[src/rtl/rc4_pkg.sv]
// Shared RC4 definitions: controller mode encodings, default sizes and the
// decryptor state type.
package rc4_pkg;

    localparam int RAM_WIDTH_DEFAULT  = 8;
    localparam int MSG_LENGTH_DEFAULT = 32;

    // Device-select codes driven by the RAM controller
    localparam logic [2:0] MODE_IDLE    = 3'b000;
    localparam logic [2:0] MODE_INIT    = 3'b001;
    localparam logic [2:0] MODE_SHUFFLE = 3'b010;
    localparam logic [2:0] MODE_DECRYPT = 3'b100;

    typedef enum logic [3:0] {
        IDLE,
        READ_SI,
        WAIT_SI,
        READ_SJ,
        WAIT_SJ,
        WRITE_SI,
        WRITE_SJ,
        READ_F,
        WAIT_F,
        WRITE_OUT,
        DONE
    } decrypt_state_t;

endpackage

[src/rtl/ram_decryptor.sv]
// RC4 PRGA engine: walks the S-box, swaps entries, and XORs the keystream
// with ROM ciphertext into the message RAM, one byte every 9 cycles.
module ram_decryptor
    import rc4_pkg::*;
#(
    parameter int RAM_WIDTH  = RAM_WIDTH_DEFAULT,
    parameter int MSG_LENGTH = MSG_LENGTH_DEFAULT
) (
    input  logic                          clk,
    input  logic                          reset,
    input  logic                          start,
    output logic                          finished,
    input  logic [RAM_WIDTH-1:0]          s_ram_out,
    output logic                          s_write_enable,
    output logic [RAM_WIDTH-1:0]          s_ram_in,
    output logic [RAM_WIDTH-1:0]          s_address,
    input  logic [RAM_WIDTH-1:0]          rom_out,
    output logic [$clog2(MSG_LENGTH)-1:0] rom_address,
    output logic                          d_write_enable,
    output logic [RAM_WIDTH-1:0]          d_ram_in,
    output logic [$clog2(MSG_LENGTH)-1:0] d_address
);

    localparam int KW = $clog2(MSG_LENGTH);
    localparam logic [KW-1:0] LAST_K = KW'(MSG_LENGTH - 1);

    decrypt_state_t state, next_state;

    logic [RAM_WIDTH-1:0] i, j, si, sj, f, enc;
    logic [RAM_WIDTH-1:0] s_addr_hold;
    logic [KW-1:0]        k;

    // State register plus the datapath registers each state is responsible for
    always_ff @(posedge clk) begin
        if (reset) begin
            state       <= IDLE;
            i           <= '0;
            j           <= '0;
            k           <= '0;
            si          <= '0;
            sj          <= '0;
            f           <= '0;
            enc         <= '0;
            s_addr_hold <= '0;
        end else begin
            state       <= next_state;
            s_addr_hold <= s_address;
            case (state)
                IDLE: begin
                    if (start) begin
                        i <= '0;
                        j <= '0;
                        k <= '0;
                    end
                end
                READ_SI:   i <= i + RAM_WIDTH'(1);
                WAIT_SI: begin
                    si  <= s_ram_out;
                    enc <= rom_out;
                end
                READ_SJ:   j <= j + si;
                WAIT_SJ:   sj <= s_ram_out;
                WAIT_F:    f <= s_ram_out;
                WRITE_OUT: begin
                    if (k != LAST_K) k <= k + KW'(1);
                end
                default: ;
            endcase
        end
    end

    // Outside the read/write states the S-box address keeps its last value
    always_comb begin
        next_state     = state;
        s_address      = s_addr_hold;
        s_ram_in       = '0;
        s_write_enable = 1'b0;
        d_ram_in       = '0;
        d_write_enable = 1'b0;
        finished       = 1'b0;
        case (state)
            IDLE:     if (start) next_state = READ_SI;
            READ_SI: begin
                s_address  = i + RAM_WIDTH'(1);
                next_state = WAIT_SI;
            end
            WAIT_SI:  next_state = READ_SJ;
            READ_SJ: begin
                s_address  = j + si;
                next_state = WAIT_SJ;
            end
            WAIT_SJ:  next_state = WRITE_SI;
            WRITE_SI: begin
                s_address      = i;
                s_ram_in       = sj;
                s_write_enable = 1'b1;
                next_state     = WRITE_SJ;
            end
            WRITE_SJ: begin
                s_address      = j;
                s_ram_in       = si;
                s_write_enable = 1'b1;
                next_state     = READ_F;
            end
            READ_F: begin
                s_address  = si + sj;
                next_state = WAIT_F;
            end
            WAIT_F:   next_state = WRITE_OUT;
            WRITE_OUT: begin
                d_ram_in       = f ^ enc;
                d_write_enable = 1'b1;
                next_state     = (k == LAST_K) ? DONE : READ_SI;
            end
            DONE: begin
                finished = 1'b1;
                if (!start) next_state = IDLE;
            end
            default:  next_state = IDLE;
        endcase
    end

    assign rom_address = k;
    assign d_address   = k;

endmodule

[config.mk]
export PLATFORM = sky130hd
export DESIGN_NAME = ram_decryptor
export DESIGN_NICKNAME = d
export VERILOG_FILES = /design/src/rtl/rc4_pkg.sv /design/src/rtl/ram_decryptor.sv
export SDC_FILE = /design/constraint.sdc
export NUM_CORES = 1
export LEC_CHECK = 0
export CAP_MARGIN = 20
export CORE_MARGIN = 2
export CORE_UTILIZATION = 40
export CTS_BUF_LIST = sky130_fd_sc_hd__clkbuf_16
export CTS_CLUSTER_DIAMETER = 150
export DETAILED_ROUTE_END_ITERATION = 8
export GPL_TIMING_DRIVEN = 0
export PLACE_DENSITY = 0.62
export SYNTH_ARGS = -nofsm -noshare
export SYNTH_HDL_FRONTEND = slang
export SYNTH_SLANG_ARGS = --single-unit
[constraint.sdc]
create_clock -name clk -period 2.5 [get_ports clk]
set_input_delay 0.5 -clock clk [delete_from_list [all_inputs] [get_ports clk]]
set_output_delay 0.5 -clock clk [all_outputs]
set_load 0.02 [all_outputs]
# Yosys cells after proc, flatten, opt, wreduce, memory -nomap -nowiden

Cells that the tools add are included.

Mux-type cells: 16
Equal/unequal tests: 15
Bitwise logic cells: 1
Add/subtract/negate cells: 4
Reductions and logical operators: 9

Operators by type and width:

| kind                                           | count |
|---|---|
| one-hot mux 8 bit (2 select lines)             | 3 |
| one-hot mux 4 bit (11 select lines)            | 1 |
| one-hot mux 8 bit (5 select lines)             | 1 |
| adder 8 bit                                    | 2 |
| == test 4 x 3 -> 1 bit (second input constant) | 4 |
| 2-to-1 mux 8 bit                               | 2 |
| == test 4 bit (second input constant)          | 3 |
| 2-to-1 mux 4 bit                               | 3 |
| 2-to-1 mux 5 bit                               | 2 |
| one-hot mux 5 bit (2 select lines)             | 1 |
| adder 8 x 1 -> 8 bit (second input constant)   | 1 |
| == test 4 x 2 -> 1 bit (second input constant) | 2 |
| XOR 8 bit                                      | 1 |
| != test 2 bit (second input constant)          | 3 |
| AND reduction 2 bit                            | 3 |
| nonzero test 2 bit                             | 3 |
| adder 5 x 1 -> 5 bit (second input constant)   | 1 |
| == test 5 bit (second input constant)          | 1 |
| != test 5 bit (second input constant)          | 1 |
| == test 4 x 1 -> 1 bit (second input constant) | 1 |
| logical NOT 4 bit                              | 1 |
| 2-to-1 mux 1 bit                               | 3 |
| AND reduction 3 bit                            | 1 |
| OR reduction 2 bit                             | 1 |

Bits of input ports: 19
Output and inout bits: 37
Word-level logic and storage cells: 54
Register bits after elaboration: 65

# Depth between registers and ports, before layout

Depth in word-level cells: 3
Depth in mapped cells: 8

# Least setup slack after synthesis

OpenSTA, ideal clock, no wires.

Path type: register to output
Start point: register si[0]
End point: output port s_address[4]
Arrival: 2,048 ps
Cell stages (with the launch flop): 7
Path buffers: 0
Required time: 2,000 ps
Setup slack: -48 ps
Cell sequence: dfxtp_1 > ha_1 > fa_1 > a21o_1 > a211oi_1 > nor2_1 > or4_1

Cells in the longest elaborated chain, start to end: 2
Elaborated cells on any way between the ends: 3
Classes of those cells: add/sub (2); mux (1)

RTL lines:

| element                               | RTL line                                  | text |
|---|---|---|
| start, declared                       | ram_decryptor.sv:29                       | `logic [RAM_WIDTH-1:0] i, j, si, sj, f, enc;` |
| start signal, assigned                | ram_decryptor.sv:58                       | `si <= s_ram_out;` |
| adder 8 bit, on equally long branches | ram_decryptor.sv:106, ram_decryptor.sv:89 |  |
| one-hot mux 8 bit (5 select lines) *  | ram_decryptor.sv:81                       | `case (state)` |
| end, declared                         | ram_decryptor.sv:16                       | `output logic [RAM_WIDTH-1:0] s_address,` |

Mark *: on every way between the ends. The rest lies on a longest branch, timed or not.

# Final worst setup path

Start point: register si[0]
End point: output port s_address[6]

Same word-level chain as after synthesis.

==> metrics <==
status=complete, but fails checks; failing checks=negative setup slack; met3 Usage GRT=3.593%; Post-Route WL=11940 µm; die height=102.8 µm; worst path cell trace=ha_4, fa_2, a211oi_2, o21bai_1, a21oi_2, mux2i_2, a31oi_2, buf_4; total power=3.001 mW; Fmax=0.3449 GHz; number of synthesized flops with an enable pin=0; Ports=56; Core Region=0.009639 mm²; critical path endpoint category=output port; Post-Syn Instances=504; final setup violation count=7; # port buffers=54; CTS tree=yes; synthesized area=0.003906 mm²; global-route wire length before repair=18730 µm; DP HPWL=8467 µm; GR Util met1=31.14%; initial antenna violation count=0; CTS hold repair buffers=0; Final Hold Fails=0; total negative slack=-1.773 ns; Synth warnings=0; via count=3950; slowest stage delay, CP=0.37 ns; layout cell share with drive strength beyond 1=24.24%; antenna cell count=0; area of the multi-input gates=0.002734 mm²; GR peak layer=met2; final worst path period need=2.899 ns; vias per cell=5.463; mean area per synthesized cell=7.750 µm²; fillcell total=905; std cell rows=36; distinct cell type count after synthesis=64; Worst Path Max Fanout=3; gpl congestion=0.9036; Crit path required time=2.00 ns; Pleak=2.097 nW; Die X=102.8 µm; CP max-delay cell=dfxtp_4; largest net degree at the start of global routing=15; Async SR Flop Fraction=0%; Total GRT Usage=23.17%; Num CTS Buffers=9; final worst slack=-0.3992 ns; Power Density=549.7 mW/mm²; Setup Skew=0.008202 ns; slew margin rel.=49.43%; critical path launch point type=flop; CTS max path bufs=2; die area=0.01057 mm²; Synth Flop Type=dfxtp_1; CTS clk-pin slew, worst paths=0.06 ns; Synth Net Count=542; Synth top area share=33.31%; max-slew violations=0; hold_ws=0.4667 ns; Clk Latency, worst-skew pair=0.34 ns; Reg area=0.001331 mm²; met2 Resource Use GR=37.81%; H-Tree Depth=3; vias in the first global route=3792; final period utilization=116.0%; most area-consuming cells after synthesis=dfxtp_1 (33%), nand2_1 (9.3%), a21oi_1 (8.1%), ha_1 (5.4%), nor2_1 (4.5%); Max Cap Violations=0; NumNets Final=623; WL/cell=16.52 µm; CP arrival=2.40 ns; post-synthesis sequential area ratio=33.31%; Worst-Margin Slew=0.7524 ns; Root Driver=clkbuf_16; Synth area leader=dfxtp_1; total gr overflow=0; Final ANT Viol Nets=0; WS Path Type=reg -> out; DR iter-0 viols=203; RSZ-0062 raised after global routing=yes; # DRC=0; area delta synth->final=39.75%; peak supply drop=0.4171 mV; Starting Density=40.52%; HP Class=reg -> reg; DR pass1 iterations=5; Clock Sinks=65; register bit total from synthesis=65
[logic make-up (layout without fill, tap and decap cells)]
group,after synthesis,after routing,synth area share (%)
compound gates,134,134,21.04
xor+xnor,23,23,5.157
fa+ha+maj,19,19,6.470
buf+inv,39,125,5.221
flops,65,65,33.31
mux,6,6,1.890
simple gates,218,218,26.91
[flip-flops by register name, summed over array words and instances, names as in the netlist]
signal	flops
d_address	5
enc	8
f	8
i	8
j	8
s_addr_hold	8
si	8
sj	8
state	4
[repair_timing]
item	4_1_cts	5_1_grt
pin swaps	15	28
buffers inserted	15	7
hold endpoints to repair	0	0
setup endpoints to repair	18	25
resized for setup	100	69
[final timing paths]
| path | depth (start not counted) | slack (ns) | end | from |
|---|---|---|---|---|
| min | 2 | 0.47 | s_addr_hold[0] | s_addr_hold[0] |
| max | 8 | -0.40 | s_address[6] | si[0] |
| max reg2reg | 11 | 0.14 | s_addr_hold[1] | si[0] |
| min reg2reg | 2 | 0.47 | s_addr_hold[0] | s_addr_hold[0] |
[critical path, delay by kind of cell (launching register included)]
family / cells / cell delay (ns)
compound gates: 4 / 0.70
flops: 1 / 0.37
buf+inv: 1 / 0.18
fa+ha+maj: 2 / 0.52
mux: 1 / 0.30
[per-layer routing]
| metal | share of wire, % | up-vias |
|---|---|---|
| met5 | 0 | - |
| met1 | 45 | 1876 |
| met3 | 5.0 | 18 |
| li1 | - | 1933 |
| met4 | 2.1 | 0 |
| met2 | 48 | 123 |
[report_power, final]
group | internal [mW] | switching, mW
Combinational | 0.243 | 0.326
Clock | 0.790 | 0.533
Sequential | 1.07 | 0.0367
[placed cells by master (no fill, tap or decap), types with 8 or more instances in the layout]
cell type	count
a22oi_1	11
nand2_1	96
buf_6	16
clkdlybuf4s50_1	28
dlygate4sd2_1	9
dfxtp_2	9
dlymetal6s2s_1	8
clkbuf_16	9
nor2_1	44
dfxtp_1	51
clkbuf_1	11
xor2_1	8
nand3_1	15
a21oi_1	59
xnor2_1	14
o21ai_0	13
buf_4	19
ha_4	9
[Yosys cell counts (4+ instances only)]
cell type	number
nand2_1	97
dfxtp_1	65
a21oi_1	63
nor2_1	47
ha_1	17
o21ai_0	16
clkbuf_1	15
nand3_1	15
xnor2_1	15
a22oi_1	11
nor3_1	11
nor2b_1	8
xor2_1	8
a211oi_1	7
buf_2	7
buf_4	7
a21o_1	6
inv_1	6
a31oi_1	5
o21ai_1	5
and2_1	4
and3_1	4
mux2i_1	4
[through the flow]
step           instance area, µm²  util (%)  cells  setup slack, ns
2_1_floorplan                3916         -    504          0.01427
3_3_place_gp                 4623     47.96    691          -0.6732
3_5_place_dp                 4623     47.96    691          -0.6784
4_1_cts                      5206     54.01    721          -0.3927
5_1_grt                      5459     56.63    723          -0.4751
6_report                     5459     56.63    723          -0.3992
[area by class of cell]
cell class / count / share of cell area [%]
plain buffers: 31 / 3.644
clock buffers: 9 / 4.126
clock inverters: 7 / 1.513
well taps: 133 / 3.048
repair buffers: 71 / 12.72
inverters: 7 / 0.4813
multi-input cells: 400 / 50.08
flip-flops and latches: 65 / 24.39
Note: power is estimated with default switching activity, not from simulation.
